### src/rtl/sram_seq_ctrl_if.sv
// Host request/response and SRAM macro strobe bundle for the serial-load SRAM sequencer.
// master drives requests and the macro's read return; slave is the sequencer itself.
interface sram_seq_ctrl_if #(
    parameter int DATA_WIDTH = 8,
    parameter int ADDR_WIDTH = 2
);
    logic                  req_valid;
    logic                  req_ready;
    logic                  req_write;
    logic [ADDR_WIDTH-1:0] req_addr;
    logic [DATA_WIDTH-1:0] req_wdata;
    logic                  rsp_valid;
    logic [DATA_WIDTH-1:0] rsp_rdata;
    logic                  rsp_timeout;
    logic                  sram_serial_in;
    logic                  sram_shift;
    logic                  sram_w_en;
    logic                  sram_r_en;
    logic [ADDR_WIDTH-1:0] sram_addr;
    logic                  sram_data_valid;
    logic [DATA_WIDTH-1:0] sram_data_out;

    modport master (
        output req_valid, req_write, req_addr, req_wdata,
        output sram_data_valid, sram_data_out,
        input  req_ready, rsp_valid, rsp_rdata, rsp_timeout,
        input  sram_serial_in, sram_shift, sram_w_en, sram_r_en, sram_addr
    );

    modport slave (
        input  req_valid, req_write, req_addr, req_wdata,
        input  sram_data_valid, sram_data_out,
        output req_ready, rsp_valid, rsp_rdata, rsp_timeout,
        output sram_serial_in, sram_shift, sram_w_en, sram_r_en, sram_addr
    );
endinterface

### src/rtl/sram_seq_ctrl.sv
// Sequencer turning one parallel host write/read into the serial-load SRAM macro strobe
// sequence, returning exactly one response (with timeout flag) per accepted request.
module sram_seq_ctrl #(
    parameter int DATA_WIDTH     = 8,
    parameter int ADDR_WIDTH     = 2,
    parameter int TIMEOUT_CYCLES = 16
) (
    input  logic           clk,
    input  logic           arst_n,
    sram_seq_ctrl_if.slave bus
);
    localparam int CNT_W = $clog2(DATA_WIDTH + 1);
    localparam int TO_W  = $clog2(TIMEOUT_CYCLES + 1);
    localparam logic [CNT_W-1:0] LAST_BIT = CNT_W'(DATA_WIDTH - 1);
    localparam logic [TO_W-1:0]  LAST_TO  = TO_W'(TIMEOUT_CYCLES - 1);

    typedef enum logic [2:0] {
        IDLE,
        SHIFT,
        SETTLE,
        WRITE,
        READ,
        WAIT,
        RESP
    } state_t;

    state_t                state;
    logic [CNT_W-1:0]      bit_cnt;
    logic [TO_W-1:0]       to_cnt;
    logic [DATA_WIDTH-1:0] shreg;
    logic                  rsp_valid;
    logic [DATA_WIDTH-1:0] rsp_rdata;
    logic                  rsp_timeout;
    logic                  sram_serial_in;
    logic                  sram_shift;
    logic                  sram_w_en;
    logic                  sram_r_en;
    logic [ADDR_WIDTH-1:0] sram_addr;

    always_ff @(posedge clk or negedge arst_n) begin
        if (!arst_n) begin
            state          <= IDLE;
            bit_cnt        <= '0;
            to_cnt         <= '0;
            shreg          <= '0;
            rsp_valid      <= 1'b0;
            rsp_rdata      <= '0;
            rsp_timeout    <= 1'b0;
            sram_serial_in <= 1'b0;
            sram_shift     <= 1'b0;
            sram_w_en      <= 1'b0;
            sram_r_en      <= 1'b0;
            sram_addr      <= '0;
        end else begin
            case (state)
                IDLE: begin
                    if (bus.req_valid) begin
                        sram_addr <= bus.req_addr;
                        if (bus.req_write) begin
                            // First bit goes out now; the remainder waits MSB-aligned in shreg.
                            state          <= SHIFT;
                            sram_shift     <= 1'b1;
                            sram_serial_in <= bus.req_wdata[DATA_WIDTH-1];
                            shreg          <= bus.req_wdata << 1;
                            bit_cnt        <= '0;
                        end else begin
                            state     <= READ;
                            sram_r_en <= 1'b1;
                            to_cnt    <= '0;
                        end
                    end
                end
                SHIFT: begin
                    if (bit_cnt == LAST_BIT) begin
                        state          <= SETTLE;
                        sram_shift     <= 1'b0;
                        sram_serial_in <= 1'b0;
                    end else begin
                        bit_cnt        <= bit_cnt + 1'b1;
                        sram_serial_in <= shreg[DATA_WIDTH-1];
                        shreg          <= shreg << 1;
                    end
                end
                SETTLE: begin
                    state     <= WRITE;
                    sram_w_en <= 1'b1;
                end
                WRITE: begin
                    state       <= RESP;
                    sram_w_en   <= 1'b0;
                    rsp_valid   <= 1'b1;
                    rsp_rdata   <= '0;
                    rsp_timeout <= 1'b0;
                end
                READ, WAIT: begin
                    sram_r_en <= 1'b0;
                    // Valid data wins over a timeout expiring on the same edge.
                    if (bus.sram_data_valid) begin
                        state       <= RESP;
                        rsp_valid   <= 1'b1;
                        rsp_rdata   <= bus.sram_data_out;
                        rsp_timeout <= 1'b0;
                    end else if (to_cnt == LAST_TO) begin
                        state       <= RESP;
                        rsp_valid   <= 1'b1;
                        rsp_rdata   <= '0;
                        rsp_timeout <= 1'b1;
                    end else begin
                        state  <= WAIT;
                        to_cnt <= to_cnt + 1'b1;
                    end
                end
                RESP: begin
                    state     <= IDLE;
                    rsp_valid <= 1'b0;
                end
                default: state <= IDLE;
            endcase
        end
    end

    assign bus.req_ready      = (state == IDLE);
    assign bus.rsp_valid      = rsp_valid;
    assign bus.rsp_rdata      = rsp_rdata;
    assign bus.rsp_timeout    = rsp_timeout;
    assign bus.sram_serial_in = sram_serial_in;
    assign bus.sram_shift     = sram_shift;
    assign bus.sram_w_en      = sram_w_en;
    assign bus.sram_r_en      = sram_r_en;
    assign bus.sram_addr      = sram_addr;
endmodule

### src/flat_wrapper.sv
// flat-port wrapper written by rule: the top's interface ports become plain ports
module sram_seq_ctrl_flat 
#(
    parameter int DATA_WIDTH     = 8,
    parameter int ADDR_WIDTH     = 2,
    parameter int TIMEOUT_CYCLES = 16
)
  (clk, arst_n, bus_req_valid, bus_req_write, bus_req_addr, bus_req_wdata, bus_sram_data_valid, bus_sram_data_out, bus_req_ready, bus_rsp_valid, bus_rsp_rdata, bus_rsp_timeout, bus_sram_serial_in, bus_sram_shift, bus_sram_w_en, bus_sram_r_en, bus_sram_addr);
  sram_seq_ctrl_if #(.DATA_WIDTH(DATA_WIDTH), .ADDR_WIDTH(ADDR_WIDTH)) bus_i ();
  input  logic clk;
  input  logic arst_n;
  input wire logic [$bits(bus_i.req_valid)-1:0] bus_req_valid;
  input wire logic [$bits(bus_i.req_write)-1:0] bus_req_write;
  input wire logic [$bits(bus_i.req_addr)-1:0] bus_req_addr;
  input wire logic [$bits(bus_i.req_wdata)-1:0] bus_req_wdata;
  input wire logic [$bits(bus_i.sram_data_valid)-1:0] bus_sram_data_valid;
  input wire logic [$bits(bus_i.sram_data_out)-1:0] bus_sram_data_out;
  output wire logic [$bits(bus_i.req_ready)-1:0] bus_req_ready;
  output wire logic [$bits(bus_i.rsp_valid)-1:0] bus_rsp_valid;
  output wire logic [$bits(bus_i.rsp_rdata)-1:0] bus_rsp_rdata;
  output wire logic [$bits(bus_i.rsp_timeout)-1:0] bus_rsp_timeout;
  output wire logic [$bits(bus_i.sram_serial_in)-1:0] bus_sram_serial_in;
  output wire logic [$bits(bus_i.sram_shift)-1:0] bus_sram_shift;
  output wire logic [$bits(bus_i.sram_w_en)-1:0] bus_sram_w_en;
  output wire logic [$bits(bus_i.sram_r_en)-1:0] bus_sram_r_en;
  output wire logic [$bits(bus_i.sram_addr)-1:0] bus_sram_addr;
  assign bus_i.req_valid = bus_req_valid;
  assign bus_i.req_write = bus_req_write;
  assign bus_i.req_addr = bus_req_addr;
  assign bus_i.req_wdata = bus_req_wdata;
  assign bus_i.sram_data_valid = bus_sram_data_valid;
  assign bus_i.sram_data_out = bus_sram_data_out;
  assign bus_req_ready = bus_i.req_ready;
  assign bus_rsp_valid = bus_i.rsp_valid;
  assign bus_rsp_rdata = bus_i.rsp_rdata;
  assign bus_rsp_timeout = bus_i.rsp_timeout;
  assign bus_sram_serial_in = bus_i.sram_serial_in;
  assign bus_sram_shift = bus_i.sram_shift;
  assign bus_sram_w_en = bus_i.sram_w_en;
  assign bus_sram_r_en = bus_i.sram_r_en;
  assign bus_sram_addr = bus_i.sram_addr;
  sram_seq_ctrl #(.DATA_WIDTH(DATA_WIDTH), .ADDR_WIDTH(ADDR_WIDTH), .TIMEOUT_CYCLES(TIMEOUT_CYCLES)) u_core (.clk(clk), .arst_n(arst_n), .bus(bus_i));
endmodule
### config.mk
export PLATFORM = sky130hd
export DESIGN_NAME = sram_seq_ctrl_flat
export DESIGN_NICKNAME = d
export VERILOG_FILES = /design/src/rtl/sram_seq_ctrl_if.sv /design/src/rtl/sram_seq_ctrl.sv /design/src/flat_wrapper.sv
export SDC_FILE = /design/constraint.sdc
export NUM_CORES = 1
export LEC_CHECK = 0
export ABC_AREA = 1
export CAP_MARGIN = 20
export CELL_PAD_IN_SITES_DETAIL_PLACEMENT = 1
export CELL_PAD_IN_SITES_GLOBAL_PLACEMENT = 1
export CORE_MARGIN = 4
export CORE_UTILIZATION = 39
export DETAILED_ROUTE_END_ITERATION = 7
export PLACE_DENSITY_LB_ADDON = 0.3
export SYNTH_ARGS = -nofsm -noshare
export SYNTH_HDL_FRONTEND = slang
export SYNTH_SLANG_ARGS = --single-unit
### constraint.sdc
create_clock -name clk -period 4.6 [get_ports clk]
set_input_delay 0.46 -clock clk [delete_from_list [all_inputs] [get_ports clk]]
set_output_delay 0.46 -clock clk [all_outputs]
set_load 0.1 [all_outputs]
# Word level (Yosys, flattened, before mapping)
# Cells that the tools add are included.
[op_classes]
mul = 0
reduce_logical = 16
shift = 0
div = 0
mux = 39
n_lt_le_gt_ge = 0
n_bitwise = 0
addsub = 2
n_eq_ne = 16
[op_table]
columns = ["cell", "n"]
rows = [
  ["8-bit two-way mux", 5],
  ["8-bit one-hot mux with 2 select lines", 2],
  ["5-bit two-way mux", 4],
  ["3-bit one-hot mux with 5 select lines", 1],
  ["3-bit two-way mux", 4],
  ["4-bit two-way mux", 3],
  ["2-bit != test, second input constant", 6],
  ["1-bit two-way mux", 11],
  ["1-bit one-hot mux with 2 select lines", 5],
  ["5-bit one-hot mux with 2 select lines", 1],
  ["3-bit == test, second input constant", 3],
  ["4-bit one-hot mux with 2 select lines", 1],
  ["2-bit AND reduction", 4],
  ["4-bit AND reduction", 2],
  ["2-bit nonzero test", 4],
  ["3-bit by 2-bit == test with 1-bit output, second input constant", 2],
  ["3-bit AND reduction", 2],
  ["5-bit by 1-bit adder with 5-bit output, second input constant", 1],
  ["5-bit by 4-bit == test with 1-bit output, second input constant", 1],
  ["5-bit AND reduction", 1],
  ["4-bit by 1-bit adder with 4-bit output, second input constant", 1],
  ["4-bit by 3-bit == test with 1-bit output, second input constant", 1],
  ["3-bit by 1-bit == test with 1-bit output, second input constant", 1],
  ["3-bit zero test", 1],
  ["other kinds (6)", 6],
]
[word_totals]
memories = 0
inputBits = 23
latch_bits = 0
output_inout_bits = 17
regBits = 36
ramBits = 0
word_cells = 85
romBits = 0

# Logic depth before layout (Yosys ltp)
[logic_depth]
depth_word = 4
mapped_depth = 10
ltp_nobuf = 10

# Worst setup path before layout
# OpenSTA, ideal clock, no wires.
[synth_path]
path_type = "register to output"
start = "register u_core.state[1]"
end = "output bus_req_ready"
slack_ns = 2.676
required_ns = 4.140
arrival_ns = 1.464
path_stages_with_launch = 5
n_path_buf = 1
cell_sequence = "dfrtp_1 -> nor2_2 -> buf_6 -> nand2_2 -> inv_1"
[synth_between]
elab_chain_cells = 1
[synth_rtl]
columns = ["element", "line_no", "rtl"]
rows = [
  ["from (decl)", "sram_seq_ctrl.sv:27", "state_t state;"],
  ["from (signal assigned)", "sram_seq_ctrl.sv:42", "state <= IDLE;"],
  ["from (signal assigned)", "sram_seq_ctrl.sv:61", "state <= SHIFT;"],
  ["from (signal assigned)", "sram_seq_ctrl.sv:67", "state <= READ;"],
  ["3-bit zero test", "sram_seq_ctrl.sv:122", "assign bus.req_ready = (state == IDLE);"],
  ["to (decl)", "flat_wrapper.sv:18", "output wire logic [$bits(bus_i.req_ready)-1:0] bus_req_ready;"],
]
# Every way passes these cells.

# Worst setup path in the final report
# Same ends and word-level chain as after synthesis.

==> flow_summary.yaml <==
setup_path:
  worstPathMaxFanout: 12
  arrival_ns: 2.68
  end_kind: "output port"
  r2r_start: "u_core.to_cnt[0]"
  crit_required_ns: 4.14
  start_kind: "flop"
  reg2reg_slack_ns: 2.72
  reg2reg_depth: 10
  critPathKind: "flop to output port"
  rr_endpoint: "u_core.bus.rsp_valid"
clock_tree:
  htree_levels: 2
  post_cts.repair.setup_buffers: 0
  numCtsBuffers: 5
  cts-resized-gates: 0
  cts_root_buf: "clkbuf_8"
  cts_tree: "done"
  path_clk_slew_ns: 0.07
  hold_buffers: 0
  cts.sinks: 35
  clock_tree.buffer_depth: 2
  clk_latency_ns: 0.28
route:
  ant_nets: 0
  drtIter0Drc: 55
  drc: 0
  vias: 1595
  vias_per_cell: 5.02
  wl_per_cell_um: 13.6
  drt-total-wl_mm: 4.31
  drt_first_pass_iters: 4
timing:
  final.setup.tns_ns: 0
  slew_violations: 0
  finalSetupViolations: 0
  relSlewSlack_pct: 34.0
  timing.final.crit_share_pct: 68.3
  finalHoldViolCount: 0
  whs_ns: 0.470
  timing.fmax_mhz: 318
  rsz0062_at_grt: "false"
  skew_ns: 0.00459
  finalCriticalPeriod_ns: 3.14
  worst_pin_slew_ns: 0.987
layout:
  drive_above_1_share_pct: 8.27
  fillers: 537
  syn_to_final_growth_pct: 30.7
  fin_cells: 318
  nets: 291
  fin_util_pct: 52.4
  antenna_cells: 0
place:
  gp_congestion: 0.760
  dp_hpwl_mm: 3.23
  dp.cells: 310
  placement.io_buffers: 39
die:
  rows: 24
  die_w_um: 74.9
  start_util_pct: 40.1
  core_area_um2: 4350
  fp.dieH_um: 74.9
  ioPinCount: 40
  dieArea_um2: 5610
global_route:
  grt_antenna_before_repair: 0
  grt_pass1_wl_mm: 7.51
  track_usage_pct: 17.4
  grt_max_degree: 36
  grt_pass1_vias: 1664
  gr-total-overflow: 0
logic_synthesis:
  syn_avg_cell_area_um2: 7.90
  synth_seq_cells: 35
  syn_nets: 247
  syn-instance-count: 221
  yosys_warnings: 0
  synth_cell_types: 21
  syn-cell-area_um2: 1750
  synth-seq-area-share_pct: 50.1
power_and_ir_drop:
  power_density_nw_per_um2: 785
  ir_drop_mv: 0.417
  leakage_nw: 1.16
status:
  outcome: "complete, no violations"
hold_path:
  hp-class: "flop to flop"
  whs_path_depth: 2
  min_from: "u_core.shreg[1]"
  hold_path_end: "u_core.shreg[1]"
run:
  drv_cap: 0
[Yosys cell counts (all sizes together)]
library cell	count	area share [%]
a21oi	3	0.86
buf	3	1.6
dfrtp	35	50
ha	3	2.1
inv	18	3.9
mux2i	1	0.57
nand2	94	21
nand3	35	10
nand3b	1	1.1
nand4	4	1.4
nor2	18	5.2
nor3	1	0.29
o21ai	4	1.4
or2	1	0.36
[critical path, stage by stage, from the launching register on]
cell	delay, ns
dfrtp_1	0.44
nor2_2	0.47
nand2_2	0.12
inv_1	0.19
clkdlybuf4s50_1	1.18
[power by group]
group	switching, mW	total, mW	leakage (nW)	internal [mW]
clock	0.109	0.246	0.0515	0.137
combinational	0.773	1.03	0.664	0.254
sequential	0.0930	0.520	0.443	0.427
total	0.975	1.79	1.16	0.818
[cell type report]
class | instances | area [um2] | share of cell area (%)
Clock buffer | 8 | 100 | 4.39
Inverter | 18 | 67.6 | 2.96
Sequential cell | 35 | 876 | 38.4
Tap cell | 52 | 65.1 | 2.85
Timing Repair Buffer | 40 | 398 | 17.4
Multi-Input combinational cell | 165 | 776 | 34.0
[state kept, by name, indices dropped and copies added (netlist names)]
| name | count |
|---|---|
| u_core.bus.rsp_timeout | 1 |
| u_core.bus.sram_r_en | 1 |
| u_core.bus.sram_shift | 1 |
| u_core.bus.sram_addr | 2 |
| u_core.shreg | 7 |
| u_core.bus.rsp_rdata | 8 |
| u_core.bus.sram_serial_in | 1 |
| u_core.bus.sram_w_en | 1 |
| u_core.bit_cnt | 4 |
| u_core.to_cnt | 5 |
| u_core.state | 3 |
| u_core.bus.rsp_valid | 1 |
[routing by layer]
metal  up-vias  part of all wire (%)  track usage, %
li1        794                     -               -
met1       771                    46            20.9
met2        25                    47            29.5
met3         5                   6.0            6.41
met4         0                   1.2            4.74
met5         -                     0               0
[stage by stage]
step	cell area (um2)	setup WS (ns)	power (mW)
after floorplan	1750	2.68	1.32
after global placement	2180	1.87	1.54
after detailed placement	2180	1.78	1.56
after CTS	2280	1.43	1.82
after global routing	2280	1.35	1.92
final	2280	1.46	1.79
[how the worst max path moves through the flow]
| stage | endpoint | startpoint | depth (start not counted) | slack [ns] |
|---|---|---|---|---|
| 6_report | bus_req_ready | u_core.state[1] | 4 | 1.46 |
| 3_3_place_gp | bus_req_ready | u_core.state[1] | 4 | 1.87 |
| 2_1_floorplan | bus_req_ready | u_core.state[1] | 4 | 2.68 |
| 3_5_place_dp | bus_req_ready | u_core.state[1] | 4 | 1.78 |
| 5_1_grt | bus_req_ready | u_core.state[1] | 4 | 1.35 |
| 4_1_cts | bus_req_ready | u_core.state[1] | 4 | 1.43 |
[kinds of logic (layout without fill, tap and decap cells)]
group | after synthesis | after routing | synth area share (%)
compound gates | 7 | 7 | 2.22
mux | 1 | 1 | 0.573
fa+ha+maj | 3 | 3 | 2.15
buf+inv | 21 | 66 | 5.44
flops | 35 | 35 | 50.1
simple gates | 154 | 154 | 39.5
[layout by cell type (no fill, tap or decap)]
master,instances
buf_4,1
nand2_1,90
nand2_2,4
nor3_1,1
nand4_1,4
nand3_1,34
nand3_2,1
inv_2,2
or2_1,1
nor2_4,2
clkbuf_8,7
clkbuf_1,1
dfrtp_1,35
mux2i_1,1
clkdlybuf4s50_1,39
nor2_1,13
o21ai_0,3
o21ai_2,1
inv_1,16
a21oi_1,3
nand3b_4,1
ha_1,3
nor2_2,3
Power figures use the tool's default switching activity.
